File: config.mk
export PLATFORM = sky130hd
export DESIGN_NAME = zet_fetch_ctrl
export DESIGN_NICKNAME = d
export VERILOG_FILES = /design/src/rtl/zet_fetch_ctrl.sv
export SDC_FILE = /design/constraint.sdc
export NUM_CORES = 1
export LEC_CHECK = 0
export CORE_ASPECT_RATIO = 0.8
export CORE_MARGIN = 8
export CORE_UTILIZATION = 53
export DETAILED_ROUTE_END_ITERATION = 6
export PLACE_DENSITY = 0.88
export SETUP_SLACK_MARGIN = 0.15
export SYNTH_ARGS = -nofsm -noshare
export SYNTH_HDL_FRONTEND = slang
export SYNTH_SLANG_ARGS = --single-unit
File: constraint.sdc
create_clock -name clk -period 5.4 [get_ports clk]
set_input_delay 1.08 -clock clk [delete_from_list [all_inputs] [get_ports clk]]
set_output_delay 1.08 -clock clk [all_outputs]
set_load 0.02 [all_outputs]
File: src/rtl/zet_fetch_ctrl.sv
// Instruction byte collector: pops prefix/opcode/ModR/M/displacement/immediate
// bytes from the prefetch queue and holds exec_st until microcode ends the sequence.
module zet_fetch_ctrl #(
   parameter int LEN_W = 4
) (
   input  logic             clk,
   input  logic             rst,
   input  logic [7:0]       q_byte,
   input  logic             q_valid,
   output logic             q_pop,
   input  logic             block,
   input  logic             need_modrm,
   input  logic             need_off,
   input  logic             need_imm,
   input  logic             off_size,
   input  logic             imm_size,
   input  logic             end_seq,
   output logic [7:0]       opcode,
   output logic [7:0]       modrm,
   output logic [15:0]      off,
   output logic [15:0]      imm,
   output logic             rep,
   output logic [2:0]       sop_l,
   output logic             exec_st,
   output logic [LEN_W-1:0] inst_len
);

   typedef enum logic [2:0] {OPC, MRM, OFF0, OFF1, IMM0, IMM1, EXEC} state_t;

   state_t           state_q, state_d;
   logic [7:0]       opcode_q, opcode_d, modrm_q, modrm_d;
   logic [15:0]      off_q, off_d, imm_q, imm_d;
   logic             rep_q, rep_d, exec_st_q, exec_st_d;
   logic [2:0]       sop_l_q, sop_l_d;
   logic [LEN_W-1:0] inst_len_q, inst_len_d;
   logic             pop_req;

   always_comb begin
      state_d    = state_q;
      opcode_d   = opcode_q;
      modrm_d    = modrm_q;
      off_d      = off_q;
      imm_d      = imm_q;
      rep_d      = rep_q;
      sop_l_d    = sop_l_q;
      inst_len_d = inst_len_q;
      pop_req    = 1'b0;
      unique case (state_q)
         OPC: begin
            pop_req = q_valid;
            if (q_valid) begin
               unique case (q_byte)
                  8'hF2, 8'hF3:                rep_d   = 1'b1;
                  8'h26, 8'h2E, 8'h36, 8'h3E:  sop_l_d = {1'b1, q_byte[4:3]};
                  8'hF0: ;
                  default: begin
                     opcode_d = q_byte;
                     modrm_d  = 8'h00;
                     off_d    = 16'h0000;
                     imm_d    = 16'h0000;
                     state_d  = MRM;
                  end
               endcase
            end
         end
         MRM: begin
            if (!need_modrm) state_d = OFF0;
            else begin
               pop_req = q_valid;
               if (q_valid) begin
                  modrm_d = q_byte;
                  state_d = OFF0;
               end
            end
         end
         OFF0: begin
            if (!need_off) state_d = IMM0;
            else begin
               pop_req = q_valid;
               if (q_valid) begin
                  off_d   = {{8{q_byte[7]}}, q_byte};
                  state_d = off_size ? OFF1 : IMM0;
               end
            end
         end
         OFF1: begin
            if (!need_off) state_d = IMM0;
            else begin
               pop_req = q_valid;
               if (q_valid) begin
                  off_d[15:8] = q_byte;
                  state_d     = IMM0;
               end
            end
         end
         IMM0: begin
            if (!need_imm) state_d = EXEC;
            else begin
               pop_req = q_valid;
               if (q_valid) begin
                  imm_d   = {{8{q_byte[7]}}, q_byte};
                  state_d = imm_size ? IMM1 : EXEC;
               end
            end
         end
         IMM1: begin
            if (!need_imm) state_d = EXEC;
            else begin
               pop_req = q_valid;
               if (q_valid) begin
                  imm_d[15:8] = q_byte;
                  state_d     = EXEC;
               end
            end
         end
         EXEC: begin
            if (end_seq) begin
               state_d    = OPC;
               rep_d      = 1'b0;
               sop_l_d    = 3'b000;
               inst_len_d = '0;
            end
         end
         default: state_d = OPC;
      endcase
      // reset and stall both suppress the pop so the queue never loses a byte
      q_pop = pop_req & ~block & rst;
      if (q_pop && inst_len_q != {LEN_W{1'b1}}) inst_len_d = inst_len_q + 1'b1;
      exec_st_d = (state_d == EXEC);
   end

   always_ff @(posedge clk) begin
      if (!rst) begin
         state_q    <= OPC;
         opcode_q   <= 8'h00;
         modrm_q    <= 8'h00;
         off_q      <= 16'h0000;
         imm_q      <= 16'h0000;
         rep_q      <= 1'b0;
         sop_l_q    <= 3'b000;
         exec_st_q  <= 1'b0;
         inst_len_q <= '0;
      end else if (!block) begin
         state_q    <= state_d;
         opcode_q   <= opcode_d;
         modrm_q    <= modrm_d;
         off_q      <= off_d;
         imm_q      <= imm_d;
         rep_q      <= rep_d;
         sop_l_q    <= sop_l_d;
         exec_st_q  <= exec_st_d;
         inst_len_q <= inst_len_d;
      end
   end

   assign opcode   = opcode_q;
   assign modrm    = modrm_q;
   assign off      = off_q;
   assign imm      = imm_q;
   assign rep      = rep_q;
   assign sop_l    = sop_l_q;
   assign exec_st  = exec_st_q;
   assign inst_len = inst_len_q;

endmodule

==> results_tabular.tex, run 1 <==
\begin{tabular}{lr}
\hline
Metric & Value \\
\hline
\multicolumn{2}{l}{\textbf{Status}} \\
Outcome & completed \\
\multicolumn{2}{l}{\textbf{GRT}} \\
Global routing usage summed across all routing layers & between 20\% and 30\% \\
Leftover overflow at the end of global routing & 0 \\
Maximum number of pins on one net before global-route repair & 81 \\
Wire length of the first global-routing pass & 14200 um \\
Via count of the first global-routing pass & 2731 \\
Number of antenna violations at the first check in global routing & 0 \\
\multicolumn{2}{l}{\textbf{Flow run}} \\
Number of max-cap violations & 0 \\
\multicolumn{2}{l}{\textbf{Clock network}} \\
CTS tree & built \\
Root cell of the clock tree & clkbuf\_8 \\
Num CTS Buffers & 9 \\
Number of levels in the clock H-tree & 3 \\
Number of hold buffers added after CTS & 0 \\
CTS Sinks & 60 \\
CTS Buffer Depth & 2 \\
Post-CTS setup-driven buffer insertion count & 0 \\
Quantity of gates resized following cts & 0 \\
Clock-pin slew of the registers on the worst-case setup and hold paths & approximately 0.060 ns \\
Clock latency at the later pin of the worst-skew pair & about 0.34 ns \\
\multicolumn{2}{l}{\textbf{STA}} \\
Top achievable clock speed & between 0.2 and 0.25 GHz \\
Fin worst setup slack & roughly 1.2 ns \\
Remaining max-slew budget at the tightest pin & 36.9\% \\
Portion of the clock cycle consumed by the worst path in the final layout & 77.6\% \\
Final hold violation count & 0 \\
Worst Tran Pin Value & 0.941 ns \\
Setup TNS Final & 0 ns \\
Slew Viols, Final & 0 \\
Minimum clock period & roughly 4.2 ns \\
Setup repair after global routing missed its margin & false \\
Worst hold slack & about 0.46 ns \\
Finish-stage setup viols & 0 \\
Maximum clock skew at final layout & 0.00455 ns \\
\multicolumn{2}{l}{\textbf{Synth}} \\
Post-synth EDFFs & 0 \\
Cells after Synth & about 350 \\
Sequential element share of the synthesized area & about 40\% \\
Predominant post-synthesis flop cell & dfxtp\_1 \\
Number of register bits inferred by synthesis & 60 \\
Mapped Area & between 0.003 and 0.004 sq mm \\
Largest area contributor in the netlist & dfxtp\_1 \\
Mapped Nets & roughly 370 \\
Mean post-synth cell area & 8.68 sq um \\
FFs w/ async S/R, synth & 0\% \\
Count of cell types in the netlist & 57 \\
Synth warnings & 0 \\
Synth top area cells & dfxtp\_1, mux2i\_1, nand2\_1 \\
Fraction of synthesized cell area taken by the top area cell type & 39.9\% \\
\multicolumn{2}{l}{\textbf{Worst setup path}} \\
Number of buffer and inverter instances along the worst setup path & 2 \\
WS Path Type & input port to primary output \\
CP max FO & 9 \\
Most repeated library cell on the critical path & clkdlybuf4s50\_1 \\
Worst path cell trace & clkdlybuf4s50\_1 > nand2b\_1 > a211oi\_4 > clkdlybuf4s50\_1 \\
Kind of end point of the critical path & primary output \\
Depth of the critical timing path with buffers and inverters included & 4 \\
CP Data Arrival Time & 3.11 ns \\
Critical path's top delay family & buffers and inverters \\
Peak per-stage delay on the critical path & 0.67 ns \\
CP max-delay cell & clkdlybuf4s50\_1 \\
Kind of start point of the critical path & input port \\
Required arrival time at the worst endpoint & between 4 and 5 ns \\
Number of cells traversed by the worst register-to-register path & 5 \\
\multicolumn{2}{l}{\textbf{Power}} \\
Leakage dissipation & roughly 1.4 nW \\
PnR Total Power & 0.992 mW \\
Peak supply drop & roughly 150 uV \\
PwrDens & $\sim$250 mW/mm\^{}2 \\
\multicolumn{2}{l}{\textbf{Final layout}} \\
Leading cell type in the layout, fill and taps excluded & clkdlybuf4s50\_1 \\
Final instance area & between 0.003 and 0.004 sq mm \\
Number of non-filler instances in the completed layout & 489 \\
Fraction of final layout cells with drive strength greater than 1 & roughly 7.1\% \\
Final \#Nets & roughly 430 \\
Area growth from synthesis to layout & 29.4\% \\
Count of inserted antenna diode cells & 0 \\
Most frequent cells in the layout & clkdlybuf4s50\_1, nand2\_1, dfxtp\_1 \\
Number of fill cells in the layout & 440 \\
Utilization after layout & a little under three quarters \\
\multicolumn{2}{l}{\textbf{Routing}} \\
DRC violations left & 0 \\
TritonRoute pass-1 iters & 6 \\
Initial DRC Count & 320 \\
Wirelength, routed & $\sim$8700 um \\
Routed via count divided by cell count & approximately 5.9 \\
Detailed-route via count & $\sim$2900 \\
Remaining antenna violation count after routing & 0 \\
Per-cell routed wire length & 17.8 um \\
\multicolumn{2}{l}{\textbf{Floorplan}} \\
Overall die width & between 100 and 150 um \\
Height of the die & $\sim$83 um \\
Initial cell density of the core & 55.1\% \\
Total Die Area & roughly 0.0084 sq mm \\
I/O pins & 76 \\
Core Box Area & 0.00547 sq mm \\
Number of placement rows & 24 \\
\multicolumn{2}{l}{\textbf{Place}} \\
Setup Slack @ Placement & $\sim$1.2 ns \\
Cells after DPL & approximately 470 \\
GPL Wtd Cong & between 0.9 and 1 \\
Number of port buffers & between 70 and 80 \\
HPWL after detailed placement & slightly above 6000 um \\
Placement Cell Area & approximately 0.0037 sq mm \\
\multicolumn{2}{l}{\textbf{Min path}} \\
Hold crit path type & register to register \\
Hold Crit Depth & 2 \\
\hline
\end{tabular}
[registers in the layout (all words and copies together) (netlist names)]
register / cells
inst_len: 4
rep: 1
imm: 16
opcode: 8
exec_st: 1
off: 16
modrm: 8
state_q: 3
sop_l: 3
[cell usage after synthesis (4+ instances only)]
cell	instances
nand2_1	60
buf_4	4
nor2_1	11
a2111oi_0	7
clkbuf_1	13
dfxtp_1	60
and2_1	4
buf_2	8
nor3_1	10
mux2i_1	36
nand2b_1	5
o31ai_1	4
o211a_1	8
nand3_1	41
a21oi_1	22
[tightest hold or removal path, stage by stage, from the launching register on]
cell     delay [ns]
dfxtp_1        0.31
nand2_1        0.05
mux2i_1        0.05
[layout make-up]
| class | count | area [sq um] | share of cell area, % |
|---|---|---|---|
| tap | 78 | 97.6 | 2.50 |
| clock inverter | 2 | 10.0 | 0.257 |
| sequential | 60 | 1200 | 30.8 |
| timing repair buffer | 76 | 753 | 19.3 |
| clock buffer | 13 | 159 | 4.08 |
| multi-input combinational | 256 | 1660 | 42.6 |
| inverter | 4 | 15.0 | 0.385 |
[layer usage]
| metal | wire, um | vias to the layer above | GRT usage [%] | part of all wire [%] |
|---|---|---|---|---|
| met4 | 127 | 0 | 7.40 | 1.5 |
| met5 | 0 | - | 0 | 0 |
| met1 | 3810 | 1365 | 26.7 | 44 |
| li1 | - | 1371 | - | - |
| met3 | 785 | 15 | 6.08 | 9.0 |
| met2 | 3990 | 152 | 33.0 | 46 |
[logic make-up (layout without fill, tap and decap cells)]
logic type / count (synthesis) / in the layout / synth area share (%)
buffers and inverters: 31 / 95 / 4.94
DFF: 60 / 60 / 39.9
AOI/OAI and AO/OA: 63 / 63 / 15.5
adders and majority gates: 1 / 1 / 0.415
muxes: 37 / 37 / 12.3
and+or+nand+nor: 155 / 155 / 26.9
[path summary, 6_finish.rpt]
path,from,end,slack (ns)
setup reg to reg,state_q[0],exec_st,2.98
setup / recovery,q_valid,q_pop,1.21
hold / removal,opcode[6],opcode[6],0.46
hold reg to reg,opcode[6],opcode[6],0.46
[report_power, final]
part	internal (mW)	switching, mW	total (mW)
clock network	0.188	0.164	0.351
logic	0.0709	0.0965	0.167
registers	0.458	0.0151	0.474
Note: power is estimated with default switching activity, not from simulation.
==> run 2: changes to the inputs <==
--- a/config.mk
+++ b/config.mk
@@ -7,9 +7,9 @@
 export LEC_CHECK = 0
 export CORE_ASPECT_RATIO = 0.8
 export CORE_MARGIN = 8
-export CORE_UTILIZATION = 53
+export CORE_UTILIZATION = 44
 export DETAILED_ROUTE_END_ITERATION = 6
-export PLACE_DENSITY = 0.88
+export PLACE_DENSITY = 0.79
 export SETUP_SLACK_MARGIN = 0.15
 export SYNTH_ARGS = -nofsm -noshare
 export SYNTH_HDL_FRONTEND = slang
==> constraint.sdc (replaced) <==
create_clock -name clk -period 3.5 [get_ports clk]
set_input_delay 0.7 -clock clk [delete_from_list [all_inputs] [get_ports clk]]
set_output_delay 0.7 -clock clk [all_outputs]
set_load 0.02 [all_outputs]
==> run 2 against run 1 <==
  * Total power rose by 65%
  * Non-clock buffer count rose by 14
  * Worst hold slack improved by 0.0035 ns
  * Final cell count rose by 4.7%
  * Flip-flop and latch count did not move
  * Sequential share of layout area fell by 1.1 points
  * Clock power rose by 82%
  * Register-to-register slack got worse by 1.5 ns
  * Final area rose by 3.9%
  * Combinational power rose by 65%
  * Critical endpoint unchanged
  * Highest routed layer unchanged
==> results_tabular.tex, run 2 (synthesis gave the netlist of run 1 again) <==
\begin{tabular}{lr}
\hline
Metric & Value \\
\hline
\multicolumn{2}{l}{\textbf{Status}} \\
Outcome & completed \\
\multicolumn{2}{l}{\textbf{Routing}} \\
Initial DRC Count & about 270 \\
Wirelength, routed & 8950 um \\
Per-cell routed wire length & 17.5 um \\
Met2 WL post-DR & between 4000 and 5000 um \\
Met1 layer wirelength in the final routing & 4040 um \\
DRC violations left & 0 \\
Routed via count divided by cell count & 5.50 \\
Detailed-route via count & $\sim$2800 \\
Top layer reached by signal wires & met4 \\
Wire length on met3 & $\sim$770 um \\
TritonRoute pass-1 iters & 5 \\
Remaining antenna violation count after routing & 0 \\
\multicolumn{2}{l}{\textbf{Floorplan}} \\
Overall die width & about 110 um \\
Initial cell density of the core & 44.6\% \\
Number of placement rows & 27 \\
Core Box Area & 0.00676 sq mm \\
I/O pins & 76 \\
Total Die Area & 0.00976 sq mm \\
Height of the die & 90 um \\
\multicolumn{2}{l}{\textbf{Place}} \\
Placement Cell Area & just under 0.004 sq mm \\
Cells after DPL & $\sim$500 \\
Number of port buffers & 75 \\
GPL Wtd Cong & between 0.8 and 0.9 \\
Setup Slack @ Placement & roughly 0.25 ns \\
HPWL after detailed placement & about 6500 um \\
\multicolumn{2}{l}{\textbf{Clock network}} \\
Quantity of gates resized following cts & 0 \\
Clock-pin slew of the registers on the worst-case setup and hold paths & roughly 0.06 ns \\
CTS tree & built \\
Number of levels in the clock H-tree & 3 \\
Number of hold buffers added after CTS & 0 \\
CTS Sinks & 60 \\
Num CTS Buffers & 9 \\
Root cell of the clock tree & clkbuf\_8 \\
Post-CTS setup-driven buffer insertion count & 0 \\
CTS Buffer Depth & 2 \\
Clock latency at the later pin of the worst-skew pair & roughly 0.33 ns \\
\multicolumn{2}{l}{\textbf{STA}} \\
Setup repair after global routing missed its margin & false \\
Minimum clock period & 3.24 ns \\
Remaining max-slew budget at the tightest pin & 50.2\% \\
Fin worst setup slack & about 0.26 ns \\
Top achievable clock speed & slightly above 0.3 GHz \\
Slew Viols, Final & 0 \\
Finish-stage setup viols & 0 \\
Maximum clock skew at final layout & around 0.0087 ns \\
Portion of the clock cycle consumed by the worst path in the final layout & 92.5\% \\
Worst Tran Pin Value & between 0.7 and 0.8 ns \\
Final hold violation count & 0 \\
Setup TNS Final & 0 ns \\
\multicolumn{2}{l}{\textbf{Final layout}} \\
Area growth from synthesis to layout & 34.4\% \\
Leading cell type in the layout, fill and taps excluded & clkdlybuf4s50\_1 \\
Count of inserted antenna diode cells & 0 \\
Utilization after layout & between 50\% and 60\% \\
Number of non-filler instances in the completed layout & around 500 \\
Fraction of final layout cells with drive strength greater than 1 & 10.1\% \\
Final \#Nets & 440 \\
Final instance area & about 0.0040 sq mm \\
Most frequent cells in the layout & clkdlybuf4s50\_1, nand2\_1, dfxtp\_1 \\
\multicolumn{2}{l}{\textbf{Power}} \\
Leakage dissipation & between 1.5 and 2 nW \\
Peak supply drop & $\sim$250 uV \\
PwrDens & roughly 400 mW/mm\^{}2 \\
\multicolumn{2}{l}{\textbf{Worst setup path}} \\
Kind of end point of the critical path & primary output \\
Number of cells traversed by the worst register-to-register path & 6 \\
Worst reg2reg endpoint & exec\_st \\
Source of the worst register-to-register timing path & state\_q[0] \\
CP Data Arrival Time & around 2.5 ns \\
Required arrival time at the worst endpoint & about 2.8 ns \\
Setup slack on the worst flop-to-flop path & around 1.4 ns \\
Kind of start point of the critical path & input port \\
WS Path Type & input port to primary output \\
CP max FO & 4 \\
\multicolumn{2}{l}{\textbf{Min path}} \\
Startpoint of the most critical hold path & opcode[0] \\
Worst min-delay path endpoint & opcode[0] \\
Hold crit path type & register to register \\
Hold Crit Depth & 2 \\
\multicolumn{2}{l}{\textbf{GRT}} \\
Global routing usage summed across all routing layers & about 18\% \\
Wire length of the first global-routing pass & roughly 14000 um \\
Via count of the first global-routing pass & between 2000 and 3000 \\
Number of antenna violations at the first check in global routing & 0 \\
Maximum number of pins on one net before global-route repair & 80 \\
Leftover overflow at the end of global routing & 0 \\
\multicolumn{2}{l}{\textbf{Flow run}} \\
Number of max-cap violations & 0 \\
\hline
\end{tabular}
[run 2: how the worst max path moves through the flow]
stage | start | end | slack (ns) | cells past startpoint
2_1_floorplan | block | q_pop | 1.22 | 3
3_3_place_gp | need_imm | q_pop | 0.28 | 5
3_5_place_dp | need_imm | q_pop | 0.25 | 5
4_1_cts | need_imm | q_pop | 0.25 | 5
5_1_grt | need_imm | q_pop | 0.21 | 5
6_report | need_imm | q_pop | 0.26 | 5
[run 2: report_power, final]
part / switching, mW / internal (mW) / total (mW)
logic: 0.156 / 0.118 / 0.275
clock network: 0.254 / 0.384 / 0.639
registers: 0.0164 / 0.707 / 0.724
[run 2: routing by layer]
layer  vias up  global-route usage, %
met5         -                      0
met4         0                   4.89
met3         4                   6.42
met2       102                   27.5
met1      1309                   23.5
li1       1402                      -
[run 2: stage by stage]
step,total power [mW],hold slack (ns)
6_report,1.64,0.461
5_1_grt,1.70,0.474
4_1_cts,1.64,0.459
3_5_place_dp,1.01,0.447
3_3_place_gp,1.01,0.445
2_1_floorplan,0.899,0.533
[run 2: area by class of cell]
type | count | area (sq um)
clock buffers | 14 | 173
well taps | 87 | 109
fillers | 614 | 2710
inverters | 4 | 15.0
multi-input cells | 256 | 1660
flip-flops and latches | 60 | 1200
repair buffers | 90 | 858
clock inverters | 1 | 30.0
[run 2: critical path, stage by stage]
cell and delay, ns:
clkdlybuf4s50_1 0.52, nor2b_1 0.07, or3_4 0.37, a211oi_4 0.21, clkdlybuf4s50_1 0.65
